File: src/rtl/palette_lookup_arbiter_if.sv
// Bus bundle between the sprite pixel fetchers, the shared palette ROM and the
// compositor. The arbiter sits on the slave side. The master side is the
// surrounding fabric, which drives the requests, the palette colour and the
// compositor's rsp_ready.
interface palette_lookup_arbiter_if #(
    parameter int NUM_REQ = 4,
    parameter int IDX_W   = 4,
    parameter int RGB_W   = 12
);
    localparam int ID_W = $clog2(NUM_REQ);

    logic [NUM_REQ-1:0]       req_valid;
    logic [NUM_REQ-1:0]       req_last;
    logic [NUM_REQ*IDX_W-1:0] req_index;
    logic [NUM_REQ-1:0]       req_ready;
    logic [IDX_W-1:0]         pal_index;
    logic [RGB_W-1:0]         pal_rgb;
    logic                     rsp_valid;
    logic                     rsp_ready;
    logic [ID_W-1:0]          rsp_id;
    logic [RGB_W-1:0]         rsp_rgb;
    logic                     rsp_transparent;

    modport master (
        output req_valid, req_last, req_index, pal_rgb, rsp_ready,
        input  req_ready, pal_index, rsp_valid, rsp_id, rsp_rgb, rsp_transparent
    );

    modport slave (
        input  req_valid, req_last, req_index, pal_rgb, rsp_ready,
        output req_ready, pal_index, rsp_valid, rsp_id, rsp_rgb, rsp_transparent
    );
endinterface

File: src/rtl/palette_lookup_arbiter.sv
// Round-robin arbiter that shares one combinational sprite palette between
// several pixel fetchers. Once a fetcher wins, it keeps the palette until its
// burst ends or it reaches BURST_MAX lookups. Each accepted lookup lands in a
// single response register. That register carries the requester ID and a
// transparency flag for the compositor.
module palette_lookup_arbiter #(
    parameter int NUM_REQ    = 4,
    parameter int IDX_W      = 4,
    parameter int RGB_W      = 12,
    parameter int TRANSP_IDX = 0,
    parameter int BURST_MAX  = 32
) (
    input logic                     Clk,
    input logic                     Reset_n,
    palette_lookup_arbiter_if.slave bus
);
    localparam int ID_W  = $clog2(NUM_REQ);
    localparam int CNT_W = $clog2(BURST_MAX + 1);

    typedef enum logic [0:0] {
        ST_ARB  = 1'b0,
        ST_LOCK = 1'b1
    } state_t;

    state_t            state_r;
    logic [ID_W-1:0]   rr_ptr_r;
    logic [ID_W-1:0]   owner_r;
    logic [CNT_W-1:0]  burst_cnt_r;
    logic              rsp_valid_r;
    logic [ID_W-1:0]   rsp_id_r;
    logic [RGB_W-1:0]  rsp_rgb_r;
    logic              rsp_transparent_r;

    logic              can_issue_s;
    logic              winner_found_s;
    logic [ID_W-1:0]   winner_id_s;
    logic [ID_W-1:0]   cand_s;
    logic              grant_s;
    logic [ID_W-1:0]   grant_id_s;
    logic [ID_W-1:0]   sel_id_s;
    logic [CNT_W-1:0]  cnt_next_s;
    logic              burst_full_s;

    // Round-robin successor, wrapping from the last requester back to 0.
    function automatic logic [ID_W-1:0] next_id(input logic [ID_W-1:0] id);
        logic [ID_W-1:0] nxt;
        if (id == ID_W'(NUM_REQ - 1)) begin
            nxt = {ID_W{1'b0}};
        end else begin
            nxt = id + ID_W'(1);
        end
        return nxt;
    endfunction

    assign can_issue_s  = !rsp_valid_r || bus.rsp_ready;
    assign cnt_next_s   = (burst_cnt_r == {CNT_W{1'b1}}) ? burst_cnt_r : burst_cnt_r + CNT_W'(1);
    assign burst_full_s = (cnt_next_s >= CNT_W'(BURST_MAX));

    // Find the first valid requester, starting the search at the round-robin pointer.
    always_comb begin
        winner_found_s = 1'b0;
        winner_id_s    = {ID_W{1'b0}};
        cand_s         = {ID_W{1'b0}};
        for (int k = 0; k < NUM_REQ; k++) begin
            cand_s = ID_W'((int'(rr_ptr_r) + k) % NUM_REQ);
            if (!winner_found_s && bus.req_valid[cand_s]) begin
                winner_found_s = 1'b1;
                winner_id_s    = cand_s;
            end else begin
                winner_found_s = winner_found_s;
            end
        end
    end

    // Pick the grant for this cycle. A locked burst admits only its owner.
    always_comb begin
        grant_s    = 1'b0;
        grant_id_s = owner_r;
        if (!Reset_n) begin
            grant_s = 1'b0;
        end else begin
            case (state_r)
                ST_ARB: begin
                    grant_s    = winner_found_s && can_issue_s;
                    grant_id_s = winner_id_s;
                end
                ST_LOCK: begin
                    grant_s    = bus.req_valid[owner_r] && can_issue_s;
                    grant_id_s = owner_r;
                end
                default: begin
                    grant_s    = 1'b0;
                    grant_id_s = owner_r;
                end
            endcase
        end
    end

    // Drive the one-hot ready vector and steer the granted (or owner's) index to the palette.
    always_comb begin
        bus.req_ready = {NUM_REQ{1'b0}};
        sel_id_s      = grant_s ? grant_id_s : owner_r;
        for (int i = 0; i < NUM_REQ; i++) begin
            if (grant_s && (grant_id_s == ID_W'(i))) begin
                bus.req_ready[i] = 1'b1;
            end else begin
                bus.req_ready[i] = 1'b0;
            end
        end
        bus.pal_index = bus.req_index[sel_id_s*IDX_W +: IDX_W];
    end

    // Arbitration FSM together with the registered response stage.
    always_ff @(posedge Clk or negedge Reset_n) begin
        if (!Reset_n) begin
            state_r           <= ST_ARB;
            rr_ptr_r          <= {ID_W{1'b0}};
            owner_r           <= {ID_W{1'b0}};
            burst_cnt_r       <= {CNT_W{1'b0}};
            rsp_valid_r       <= 1'b0;
            rsp_id_r          <= {ID_W{1'b0}};
            rsp_rgb_r         <= {RGB_W{1'b0}};
            rsp_transparent_r <= 1'b0;
        end else begin
            if (grant_s) begin
                rsp_valid_r       <= 1'b1;
                rsp_id_r          <= grant_id_s;
                rsp_rgb_r         <= bus.pal_rgb;
                rsp_transparent_r <= (bus.pal_index == IDX_W'(TRANSP_IDX));
            end else if (bus.rsp_ready && rsp_valid_r) begin
                rsp_valid_r <= 1'b0;
            end

            case (state_r)
                ST_ARB: begin
                    if (grant_s) begin
                        owner_r     <= grant_id_s;
                        burst_cnt_r <= CNT_W'(1);
                        if (bus.req_last[grant_id_s] || (BURST_MAX <= 1)) begin
                            rr_ptr_r <= next_id(grant_id_s);
                        end else begin
                            state_r <= ST_LOCK;
                        end
                    end
                end
                ST_LOCK: begin
                    if (grant_s) begin
                        burst_cnt_r <= cnt_next_s;
                        if (bus.req_last[owner_r] || burst_full_s) begin
                            state_r  <= ST_ARB;
                            rr_ptr_r <= next_id(owner_r);
                        end
                    end
                end
                default: begin
                    state_r <= ST_ARB;
                end
            endcase
        end
    end

    assign bus.rsp_valid       = rsp_valid_r;
    assign bus.rsp_id          = rsp_id_r;
    assign bus.rsp_rgb         = rsp_rgb_r;
    assign bus.rsp_transparent = rsp_transparent_r;
endmodule

File: src/flat_wrapper.sv
// flat-port wrapper written by rule: the top's interface ports become plain ports
module palette_lookup_arbiter_flat 
#(
    parameter int NUM_REQ    = 4,
    parameter int IDX_W      = 4,
    parameter int RGB_W      = 12,
    parameter int TRANSP_IDX = 0,
    parameter int BURST_MAX  = 32
)
  (Clk, Reset_n, bus_req_valid, bus_req_last, bus_req_index, bus_pal_rgb, bus_rsp_ready, bus_req_ready, bus_pal_index, bus_rsp_valid, bus_rsp_id, bus_rsp_rgb, bus_rsp_transparent);
  palette_lookup_arbiter_if #(.NUM_REQ(NUM_REQ), .IDX_W(IDX_W), .RGB_W(RGB_W)) bus_i ();
  input logic Clk;
  input logic Reset_n;
  input wire logic [$bits(bus_i.req_valid)-1:0] bus_req_valid;
  input wire logic [$bits(bus_i.req_last)-1:0] bus_req_last;
  input wire logic [$bits(bus_i.req_index)-1:0] bus_req_index;
  input wire logic [$bits(bus_i.pal_rgb)-1:0] bus_pal_rgb;
  input wire logic [$bits(bus_i.rsp_ready)-1:0] bus_rsp_ready;
  output wire logic [$bits(bus_i.req_ready)-1:0] bus_req_ready;
  output wire logic [$bits(bus_i.pal_index)-1:0] bus_pal_index;
  output wire logic [$bits(bus_i.rsp_valid)-1:0] bus_rsp_valid;
  output wire logic [$bits(bus_i.rsp_id)-1:0] bus_rsp_id;
  output wire logic [$bits(bus_i.rsp_rgb)-1:0] bus_rsp_rgb;
  output wire logic [$bits(bus_i.rsp_transparent)-1:0] bus_rsp_transparent;
  assign bus_i.req_valid = bus_req_valid;
  assign bus_i.req_last = bus_req_last;
  assign bus_i.req_index = bus_req_index;
  assign bus_i.pal_rgb = bus_pal_rgb;
  assign bus_i.rsp_ready = bus_rsp_ready;
  assign bus_req_ready = bus_i.req_ready;
  assign bus_pal_index = bus_i.pal_index;
  assign bus_rsp_valid = bus_i.rsp_valid;
  assign bus_rsp_id = bus_i.rsp_id;
  assign bus_rsp_rgb = bus_i.rsp_rgb;
  assign bus_rsp_transparent = bus_i.rsp_transparent;
  palette_lookup_arbiter #(.NUM_REQ(NUM_REQ), .IDX_W(IDX_W), .RGB_W(RGB_W), .TRANSP_IDX(TRANSP_IDX), .BURST_MAX(BURST_MAX)) u_core (.Clk(Clk), .Reset_n(Reset_n), .bus(bus_i));
endmodule
File: config.mk
export PLATFORM = sky130hd
export DESIGN_NAME = palette_lookup_arbiter_flat
export DESIGN_NICKNAME = d
export VERILOG_FILES = /design/src/rtl/palette_lookup_arbiter_if.sv /design/src/rtl/palette_lookup_arbiter.sv /design/src/flat_wrapper.sv
export SDC_FILE = /design/constraint.sdc
export NUM_CORES = 1
export LEC_CHECK = 0
export CORE_ASPECT_RATIO = 1.2
export CORE_MARGIN = 2
export CORE_UTILIZATION = 53
export DETAILED_ROUTE_END_ITERATION = 12
export DONT_BUFFER_PORTS = 1
export PLACE_DENSITY = 0.73
export SYNTH_ARGS = -nofsm -noshare
export SYNTH_HDL_FRONTEND = slang
export SYNTH_SLANG_ARGS = --single-unit
File: constraint.sdc
create_clock -name Clk -period 2.76 [get_ports Clk]
set_input_delay 0.276 -clock Clk [delete_from_list [all_inputs] [get_ports Clk]]
set_output_delay 0.276 -clock Clk [all_outputs]
set_load 0.01 [all_outputs]
==> results.sh, run 1 <==
export IMPL_max_slew_worst_pin_slew_ns=0.654
export IMPL_finalWorstSetupSlack_ns=0.103
export IMPL_worst_ep_arrival_time_ns=2.38
export IMPL_fin_cells=246
export IMPL_start_util_pct=54.0
export IMPL_crit_type="flip-flop to output port"
export IMPL_cts_tree="yes"
export IMPL_path_max_fanout=16
export IMPL_pre_cts_slack_ns=0.0881
export IMPL_die_area_sq_um=3820
export IMPL_wl_mm=4.16
export IMPL_p_leak_nw=0.903
export IMPL_dp_hpwl_mm=3.02
export IMPL_yosys_cell_types_count=43
export IMPL_syn2layout_area_growth_pct=9.68
export IMPL_synth_edf_count=0
export IMPL_placed_area_sq_um=1800
export IMPL_rows=23
export IMPL_drt_first_pass_iters=4
export IMPL_grt_pass1_wl_mm=6.71
export IMPL_dp_cells=237
export IMPL_drcViolationCount=0
export IMPL_diodes=0
export IMPL_grt_antenna_before_repair=0
export IMPL_synth_most_common_cell="nand2_1"
export IMPL_max_slew_margin_rel_pct=55.8
export IMPL_slowest_delay_ns=0.44
export IMPL_syn_nets=249
export IMPL_setup_tns_ns=0
export IMPL_overflow=0
export IMPL_routed_via_density=6.07
export IMPL_ioPinCount=63
export IMPL_slew_violations=0
export IMPL_yosysTopAreaCell="dfrtp_1"
export IMPL_clockBufferDepth=2
export IMPL_crit_family="compound AO/OA/AOI/OAI gates"
export IMPL_htree_num_levels=1
export IMPL_core_sq_um=3280
export IMPL_ant_nets=0
export IMPL_wire_per_inst_um=16.9
export IMPL_timing_critical_path_cells="mux2_2 > a2bb2oi_4 > and2_4 > a21oi_2 > inv_2 > a211oi_1 > nor2_1"
export IMPL_cts_made_buffers=3
export IMPL_status="completed"
export IMPL_worstPathRequired_ns=2.48
export IMPL_setup_violations=0
export IMPL_max_freq_mhz=376
export IMPL_power_density_nw_per_um2=1060
export IMPL_drive_above_1_share_pct=12.9
export IMPL_worstPathBufferInverterCount=1
export IMPL_slowest_stage="dfrtp_1"
export IMPL_synth_commonest_cells="46 x nand2_1, 27 x dfrtp_1, 16 x a211oi_1"
export IMPL_fin_crit_ns=2.66
export IMPL_dr_total_vias=1493
export IMPL_globalplace_congestion=0.832
export IMPL_track_usage_pct=22.5
export IMPL_die_y_um=67.3
export IMPL_cp_end_kind="output port"
export IMPL_root_buffer="clkbuf_8"
export IMPL_finalCritPeriodShare_pct=96.3
export IMPL_synthFlopType="dfrtp_1"
export IMPL_startpoint_type="flip-flop"
export IMPL_fillers=298
export IMPL_cts_sinks=27
export IMPL_die_w_um=56.8
export IMPL_skew_ns=0.00229
export IMPL_fin_nets=255
export IMPL_numPortBuffers=0
export IMPL_clkTransAtPathRegs_ns=0.08
export IMPL_avgSynthCellArea_sq_um=8.68
export IMPL_clk_latency_ns=0.27
export IMPL_grt_max_degree=28
export IMPL_yosysWarningCount=0
export IMPL_hold_violations=0
export IMPL_drt_iter0_markers=95
export IMPL_yosysTopAreaCellShare_pct=38.2
export IMPL_async_flop_share_pct=100
export IMPL_finalInstanceArea_sq_um=1940
export IMPL_grt_pass1_vias=1491
export IMPL_synth_seq_area_share_pct=38.2
export IMPL_synth_area_sq_um=1770
export IMPL_synth_area_top_cells="dfrtp_1 38%, nand2_1 9.8%, a211oi_1 6.8%"
export IMPL_syn_inst=204
export IMPL_ys_ff_latch=27
export IMPL_cap_violations=0
export IMPL_min_delay_path_class="input port to flip-flop"
export IMPL_vdd_ir_drop_max_v=0.000626
[area by class of cell]
| cell class | instances | area (sq um) | share of cell area (%) |
|---|---|---|---|
| sequential | 27 | 676 | 34.8 |
| clock buffer | 3 | 41.3 | 2.13 |
| tap | 37 | 46.3 | 2.38 |
| clock inverter | 1 | 5.00 | 0.258 |
| multi-input combinational | 156 | 1050 | 54.1 |
| timing repair buffer | 7 | 67.6 | 3.48 |
| inverter | 15 | 56.3 | 2.90 |
[cells by family (layout without fill, tap and decap cells)]
| logic type | after synthesis | after routing | synth area share [%] |
|---|---|---|---|
| and+or+nand+nor | 88 | 89 | 23.7 |
| AOI/OAI and AO/OA | 52 | 52 | 22.5 |
| DFF | 27 | 27 | 38.2 |
| buffers and inverters | 22 | 26 | 5.23 |
| muxes | 9 | 9 | 6.15 |
| adders and majority gates | 6 | 6 | 4.24 |
[routing by layer]
layer / wire length, um / track usage [%] / vias up
li1: - / - / 724
met1: 1760 / 26.8 / 718
met2: 2150 / 41.9 / 47
met3: 206 / 3.45 / 4
met4: 46 / 7.56 / 0
met5: 0 / 0 / -
[state kept, by name (all words and copies together) (netlist names)]
signal / count
u_core.state_r: 1
u_core.burst_cnt_r: 6
u_core.bus.rsp_transparent: 1
u_core.bus.rsp_rgb: 12
u_core.rr_ptr_r: 2
u_core.owner_r: 2
u_core.bus.rsp_id: 2
u_core.bus.rsp_valid: 1
[worst register-to-register path, cell delays in order, from the launching register on]
cell       delay [ns]
dfrtp_1          0.43
nand4bb_1        0.28
o311a_1          0.22
a211oi_4         0.46
inv_2            0.12
mux2_1           0.36
a211oi_2         0.29
mux2_1           0.35
[report_power, final]
part | switching [mW] | internal, mW
logic | 0.641 | 0.433
registers | 0.209 | 0.561
clock network | 0.114 | 0.101
total | 0.964 | 1.09
[path summary, 6_finish.rpt]
kind | slack (ns) | start | endpoint | cells after the start
max in group asynchronous | 2.16 | Reset_n | u_core.rr_ptr_r[1] | 2
worst min register to register | 0.55 | u_core.bus.rsp_rgb[1] | u_core.bus.rsp_rgb[1] | 2
min in group asynchronous | 0.44 | Reset_n | u_core.bus.rsp_rgb[11] | 2
worst max register to register | 0.14 | u_core.rr_ptr_r[1] | u_core.rr_ptr_r[1] | 7
worst min-delay path | 0.11 | bus_pal_rgb[5] | u_core.bus.rsp_rgb[5] | 2
worst max-delay path | 0.10 | u_core.owner_r[0] | bus_pal_index[1] | 7
[through the flow]
step / hold slack [ns] / power (mW) / utilization (%)
6_report: 0.108 / 2.06 / 59.2
5_1_grt: 0.101 / 2.21 / 59.2
4_1_cts: 0.104 / 2.00 / 57.6
3_5_place_dp: -0.0191 / 1.76 / 55.0
3_3_place_gp: -0.0191 / 1.70 / 55.0
2_1_floorplan: -0.0196 / 1.53 / -
[timing repair]
item / 4_1_cts / 5_1_grt
gates cloned: 1 / 0
pin swaps: 1 / 1
setup endpoints to repair: 2 / 6
buffers inserted: 0 / 2
hold endpoints to repair: 27 / 0
hold buffers: 2 / 0
gates resized for setup: 1 / 5
[placed cells by master (no fill, tap or decap), types with 3 or more instances in the layout]
cell type / synthesis / routed
inv_1: 12 / 12
nand3_1: 4 / 4
nor2_1: 10 / 10
a21oi_1: 7 / 7
o21ai_0: 9 / 9
a211oi_1: 16 / 16
clkbuf_8: 0 / 3
ha_1: 6 / 6
nand2b_1: 7 / 7
and3_1: 10 / 10
mux2_1: 3 / 3
buf_4: 0 / 5
nand2_1: 46 / 46
mux2i_1: 3 / 3
dfrtp_1: 27 / 27
Power figures use the tool's default switching activity.
==> run 2, diff against run 1 <==
==> constraint.sdc (replaced) <==
create_clock -name Clk -period 2.76 [get_ports Clk]
set_input_delay 0.276 -clock Clk [delete_from_list [all_inputs] [get_ports Clk]]
set_output_delay 0.276 -clock Clk [all_outputs]
set_load 0.02 [all_outputs]
==> results.sh, run 2 (same netlist as run 1, synthesis figures left out) <==
export IMPL_htree_num_levels=1
export IMPL_pre_cts_slack_ns=0.153
export IMPL_setup_violations=0
export IMPL_min_delay_path_class="input port to flip-flop"
export IMPL_sequentialPowerShare_pct=37.7
export IMPL_grt_pass1_vias=1375
export IMPL_rsz0062_at_grt="yes"
export IMPL_track_usage_pct=21.2
export IMPL_max_freq_mhz=362
export IMPL_die_y_um=67.3
export IMPL_grt_antenna_before_repair=0
export IMPL_placed_area_sq_um=1810
export IMPL_rr_worst_depth=7
export IMPL_rows=23
export IMPL_final_cell_mix="46 x nand2_1, 27 x dfrtp_1, 13 x a211oi_1, 12 x inv_1, 10 x and3_1"
export IMPL_overflow=0
export IMPL_root_buffer="clkbuf_8"
export IMPL_max_slew_margin_rel_pct=53.3
export IMPL_grt_pass1_wl_mm=6.35
export IMPL_finish_utilization_pct=60.3
export IMPL_max_slew_worst_pin_slew_ns=0.692
export IMPL_setup_tns_ns=0
export IMPL_grt_max_degree=33
export IMPL_crit_type="flip-flop to output port"
export IMPL_numPortBuffers=0
export IMPL_endpoint="bus_pal_index[1]"
export IMPL_ant_nets=0
export IMPL_ioPinCount=63
export IMPL_path_max_fanout=8
export IMPL_fin_nets=257
export IMPL_cp_end_kind="output port"
export IMPL_cap_violations=0
export IMPL_core_sq_um=3280
export IMPL_power_density_nw_per_um2=1140
export IMPL_reg2reg_slack_ns=0.11
export IMPL_die_area_sq_um=3820
export IMPL_clkTransAtPathRegs_ns=0.08
export IMPL_cts_made_buffers=3
export IMPL_fin_crit_ns=2.76
export IMPL_finalWorstSetupSlack_ns=0.00000955
export IMPL_layout_commonest_cell="nand2_1"
export IMPL_p_int_mw=1.13
export IMPL_slew_violations=0
export IMPL_min_delay_path_depth=2
export IMPL_diodes=0
export IMPL_drive_above_1_share_pct=15.6
export IMPL_skew_ns=0.00204
export IMPL_vdd_ir_drop_max_v=0.000652
export IMPL_rr_endpoint="u_core.rr_ptr_r[1]"
export IMPL_switching_share_pct=50.1
export IMPL_switching_power_mw=1.13
export IMPL_cts_sinks=27
export IMPL_dr_total_vias=1559
export IMPL_wire_per_inst_um=17.4
export IMPL_status="completed"
export IMPL_startpoint_type="flip-flop"
export IMPL_wl_mm=4.30
export IMPL_clk_latency_ns=0.27
export IMPL_syn2layout_area_growth_pct=11.7
export IMPL_finalCritPeriodShare_pct=100
export IMPL_cts_tree="yes"
export IMPL_drcViolationCount=0
export IMPL_combPwrFrac_pct=52.6
export IMPL_finalInstanceArea_sq_um=1980
export IMPL_die_w_um=56.8
export IMPL_crit_path_start="u_core.rr_ptr_r[1]"
export IMPL_largest_reg_flops=12
export IMPL_worstPathRequired_ns=2.48
export IMPL_r2r_start="u_core.rr_ptr_r[1]"
export IMPL_globalplace_congestion=0.861
export IMPL_drt_iter0_markers=83
export IMPL_clockBufferDepth=2
export IMPL_worst_ep_arrival_time_ns=2.48
export IMPL_dp_hpwl_mm=3.03
export IMPL_drt_first_pass_iters=4
export IMPL_pwr_share_clk_pct=9.7
export IMPL_hold_violations=0
export IMPL_start_util_pct=54.0
export IMPL_p_leak_nw=0.911
export IMPL_routed_via_density=6.29
[run 2: changes by cell type in the layout (fill, tap and decap cells not counted), sizes merged]
cell / delta
clkinv: -2
buf: +2
clkbuf: +1
clkinvlp: +1
[run 2: how the worst min path moves through the flow]
stage	startpoint	endpoint
2_1_floorplan	Reset_n	u_core.burst_cnt_r[0]
3_3_place_gp	Reset_n	u_core.bus.rsp_transparent
3_5_place_dp	Reset_n	u_core.bus.rsp_transparent
4_1_cts	bus_pal_rgb[10]	u_core.bus.rsp_rgb[10]
5_1_grt	bus_pal_rgb[10]	u_core.bus.rsp_rgb[10]
6_report	bus_pal_rgb[3]	u_core.bus.rsp_rgb[3]
[run 2: what timing repair did]
action,4_1_cts,5_1_grt
setup buffers,0,3
pin swaps,0,1
cloned,0,1
resized for setup,1,10
endpoints found under the setup margin,2,6
hold buffers,2,0
endpoints found under the hold margin,27,0
[run 2: cell type report]
cell class                 instances  area (sq um)
fill                             273          1300
timing repair buffer               9          82.6
clock buffer                       4          45.0
tap                               37          46.3
multi-input combinational        156          1070
inverter                          15          60.1
sequential                        27           676
[run 2: power groups by stage]
stage	clock [mW]	combinational, mW	sequential [mW]
3_3_place_gp	0	0.992	0.846
6_report	0.218	1.19	0.851
3_5_place_dp	0	1.04	0.855
2_1_floorplan	0	0.861	0.798
5_1_grt	0.244	1.29	0.874
4_1_cts	0.223	1.06	0.851
[run 2: worst max-delay path, stage by stage (launching register included)]
cell	delay [ns]
dfrtp_1	0.44
nand4bb_1	0.30
o311a_1	0.22
a211oi_4	0.47
a21oi_2	0.14
inv_2	0.16
a211oi_1	0.12
nor2_1	0.36
[run 2: layer usage]
layer / vias up / share of wire, % / routed length [um] / GRT usage, %
met5: - / 0 / 0 / 0
met1: 755 / 40 / 1740 / 25.0
met3: 7 / 5.1 / 219 / 2.49
met4: 0 / 1.7 / 74 / 10.5
met2: 64 / 53 / 2270 / 38.2
li1: 733 / - / - / -
[run 2: through the flow]
stage	hold slack (ns)	total power, mW	instances
floorplan	-0.0196	1.66	204
global route	0.0959	2.41	248
CTS	0.102	2.13	244
finish	0.105	2.25	248
global placement	-0.0191	1.84	238
detailed placement	-0.0192	1.90	238
==> run 3, diff against run 2 <==
--- a/config.mk
+++ b/config.mk
@@ -10,7 +10,7 @@
 export CORE_UTILIZATION = 53
 export DETAILED_ROUTE_END_ITERATION = 12
 export DONT_BUFFER_PORTS = 1
-export PLACE_DENSITY = 0.73
+export PLACE_DENSITY = 0.76
 export SYNTH_ARGS = -nofsm -noshare
 export SYNTH_HDL_FRONTEND = slang
 export SYNTH_SLANG_ARGS = --single-unit
==> constraint.sdc (replaced) <==
create_clock -name Clk -period 2.4 [get_ports Clk]
set_input_delay 0.24 -clock Clk [delete_from_list [all_inputs] [get_ports Clk]]
set_output_delay 0.24 -clock Clk [all_outputs]
set_load 0.02 [all_outputs]
==> results.sh, run 3 (same netlist as run 1, synthesis figures left out) <==
export IMPL_grt_pass1_vias=1641
export IMPL_die_w_um=56.8
export IMPL_die_area_sq_um=3820
export IMPL_start_util_pct=54.0
export IMPL_regArea_sq_um=678
export IMPL_setup_tns_ns=-1.26
export IMPL_clockBufferDepth=2
export IMPL_multi_input_area_sq_um=1270
export IMPL_r2r_start="u_core.rr_ptr_r[0]"
export IMPL_startpoint_type="flip-flop"
export IMPL_use_met2_pct=47.1
export IMPL_overflow=0
export IMPL_die_y_um=67.3
export IMPL_status="finished, violations left"
export IMPL_largest_reg_flops=12
export IMPL_hold_violations=0
export IMPL_max_slew_margin_rel_pct=62.1
export IMPL_grt_max_degree=28
export IMPL_worstHoldStart="bus_pal_rgb[6]"
export IMPL_ioPinCount=63
export IMPL_p_leak_nw=1.09
export IMPL_grt_antenna_before_repair=0
export IMPL_layout_commonest_cell="nand2_1"
export IMPL_path_max_fanout=4
export IMPL_routed_via_density=6.33
export IMPL_fillers=202
export IMPL_skew_ns=0.00204
export IMPL_core_sq_um=3280
export IMPL_slew_violations=0
export IMPL_total_power_mw=3.38
export IMPL_busiest_layer="met2"
export IMPL_min_delay_path_class="input port to flip-flop"
export IMPL_syn2layout_area_growth_pct=36.0
export IMPL_max_freq_mhz=389
export IMPL_finalWorstSetupSlack_ns=-0.169
export IMPL_cts_made_buffers=3
export IMPL_power_density_nw_per_um2=1400
export IMPL_rows=23
export IMPL_dp_hpwl_mm=3.21
export IMPL_worst_ep_arrival_time_ns=2.33
export IMPL_finalCritPeriodShare_pct=107
export IMPL_max_slew_worst_pin_slew_ns=0.565
export IMPL_final_cell_mix="46 x nand2_1, 29 x buf_4, 25 x dfrtp_1, 12 x a211oi_2, 11 x inv_1"
export IMPL_wl_mm=5.54
export IMPL_drt_iter0_markers=153
export IMPL_clk_latency_ns=0.27
export IMPL_cap_violations=0
export IMPL_gr_usage_met1_pct=30.7
export IMPL_rsz0062_at_grt="yes"
export IMPL_vdd_ir_drop_max_v=0.000983
export IMPL_root_buffer="clkbuf_8"
export IMPL_fin_crit_ns=2.57
export IMPL_crit_type="flip-flop to output port"
export IMPL_fin_nets=284
export IMPL_clkTransAtPathRegs_ns=0.09
export IMPL_cts_sinks=27
export IMPL_drcViolationCount=0
export IMPL_crit_path_start="u_core.rr_ptr_r[0]"
export IMPL_ant_nets=0
export IMPL_wire_per_inst_um=20.1
export IMPL_diodes=0
export IMPL_grt_pass1_wl_mm=7.60
export IMPL_numPortBuffers=0
export IMPL_failed_checks="negative setup slack"
export IMPL_drt_first_pass_iters=4
export IMPL_track_usage_pct=25.8
export IMPL_htree_num_levels=1
export IMPL_globalplace_congestion=0.856
export IMPL_drive_above_1_share_pct=37.8
export IMPL_cp_end_kind="output port"
export IMPL_worstPathRequired_ns=2.16
export IMPL_dr_total_vias=1741
export IMPL_met3_usage_pct=4.02
export IMPL_cts_tree="yes"
export IMPL_setup_violations=11
run 3: cell count changes in the layout (fill, tap and decap cells not counted), sizes merged:
cell,delta
and2,-1
buf,+28
clkinvlp,-1
clkinv,+2
clkbuf,-1
run 3: worst paths after layout:
path | to | slack [ns] | cells past startpoint
max in group asynchronous | u_core.rr_ptr_r[0] | 1.83 | 2
worst min-delay path | u_core.bus.rsp_rgb[6] | 0.07 | 2
worst max register to register | u_core.rr_ptr_r[1] | -0.16 | 9
worst max-delay path | bus_pal_index[1] | -0.17 | 9
min in group asynchronous | u_core.bus.rsp_transparent | 0.40 | 2
worst min register to register | u_core.bus.rsp_valid | 0.54 | 2
run 3: through the flow:
stage | hold WS (ns) | cells | area, sq um | setup slack, ns | utilization (%)
6_report | 0.0678 | 275 | 2410 | -0.169 | 73.4
5_1_grt | 0.0685 | 275 | 2410 | -0.204 | 73.4
4_1_cts | 0.0659 | 270 | 2270 | -0.0469 | 69.2
3_5_place_dp | -0.0552 | 251 | 1910 | -0.120 | 58.2
3_3_place_gp | -0.0550 | 251 | 1910 | 0.0259 | 58.2
2_1_floorplan | -0.0556 | 204 | 1770 | 0.0245 | -
run 3: worst max-delay path: stages (launching register included):
cell and delay, ns:
dfrtp_2 0.44, buf_4 0.16, nand2b_1 0.09, o311ai_1 0.16, a211oi_4 0.43, buf_6 0.19, a211oi_2 0.08, a211oi_2 0.26
nor2_1 0.08, buf_4 0.16
run 3: final cells by class:
class	instances	share of cell area (%)
multi-input combinational	155	52.6
sequential	27	28.2
timing repair buffer	37	12.8
inverter	15	2.60
tap	37	1.92
clock buffer	3	1.71
clock inverter	1	0.208
run 3: report_power, final:
part / internal, mW / leakage [nW] / switching, mW
Sequential: 0.647 / 0.333 / 0.315
Combinational: 0.974 / 0.735 / 1.19
Clock: 0.116 / 0.0255 / 0.139
run 3: timing repair:
| action | CTS | global route |
|---|---|---|
| hold buffers | 2 | 0 |
| buffers inserted | 13 | 5 |
| pin swaps | 19 | 11 |
| endpoints found under the hold margin | 27 | 0 |
| setup endpoints to repair | 11 | 12 |
| resized for setup | 40 | 22 |
run 3: routing by layer:
layer	routed length, um	share of wire (%)
met1	2230	40
met2	2830	51
met3	399	7.2
met4	78	1.4
met5	0	0
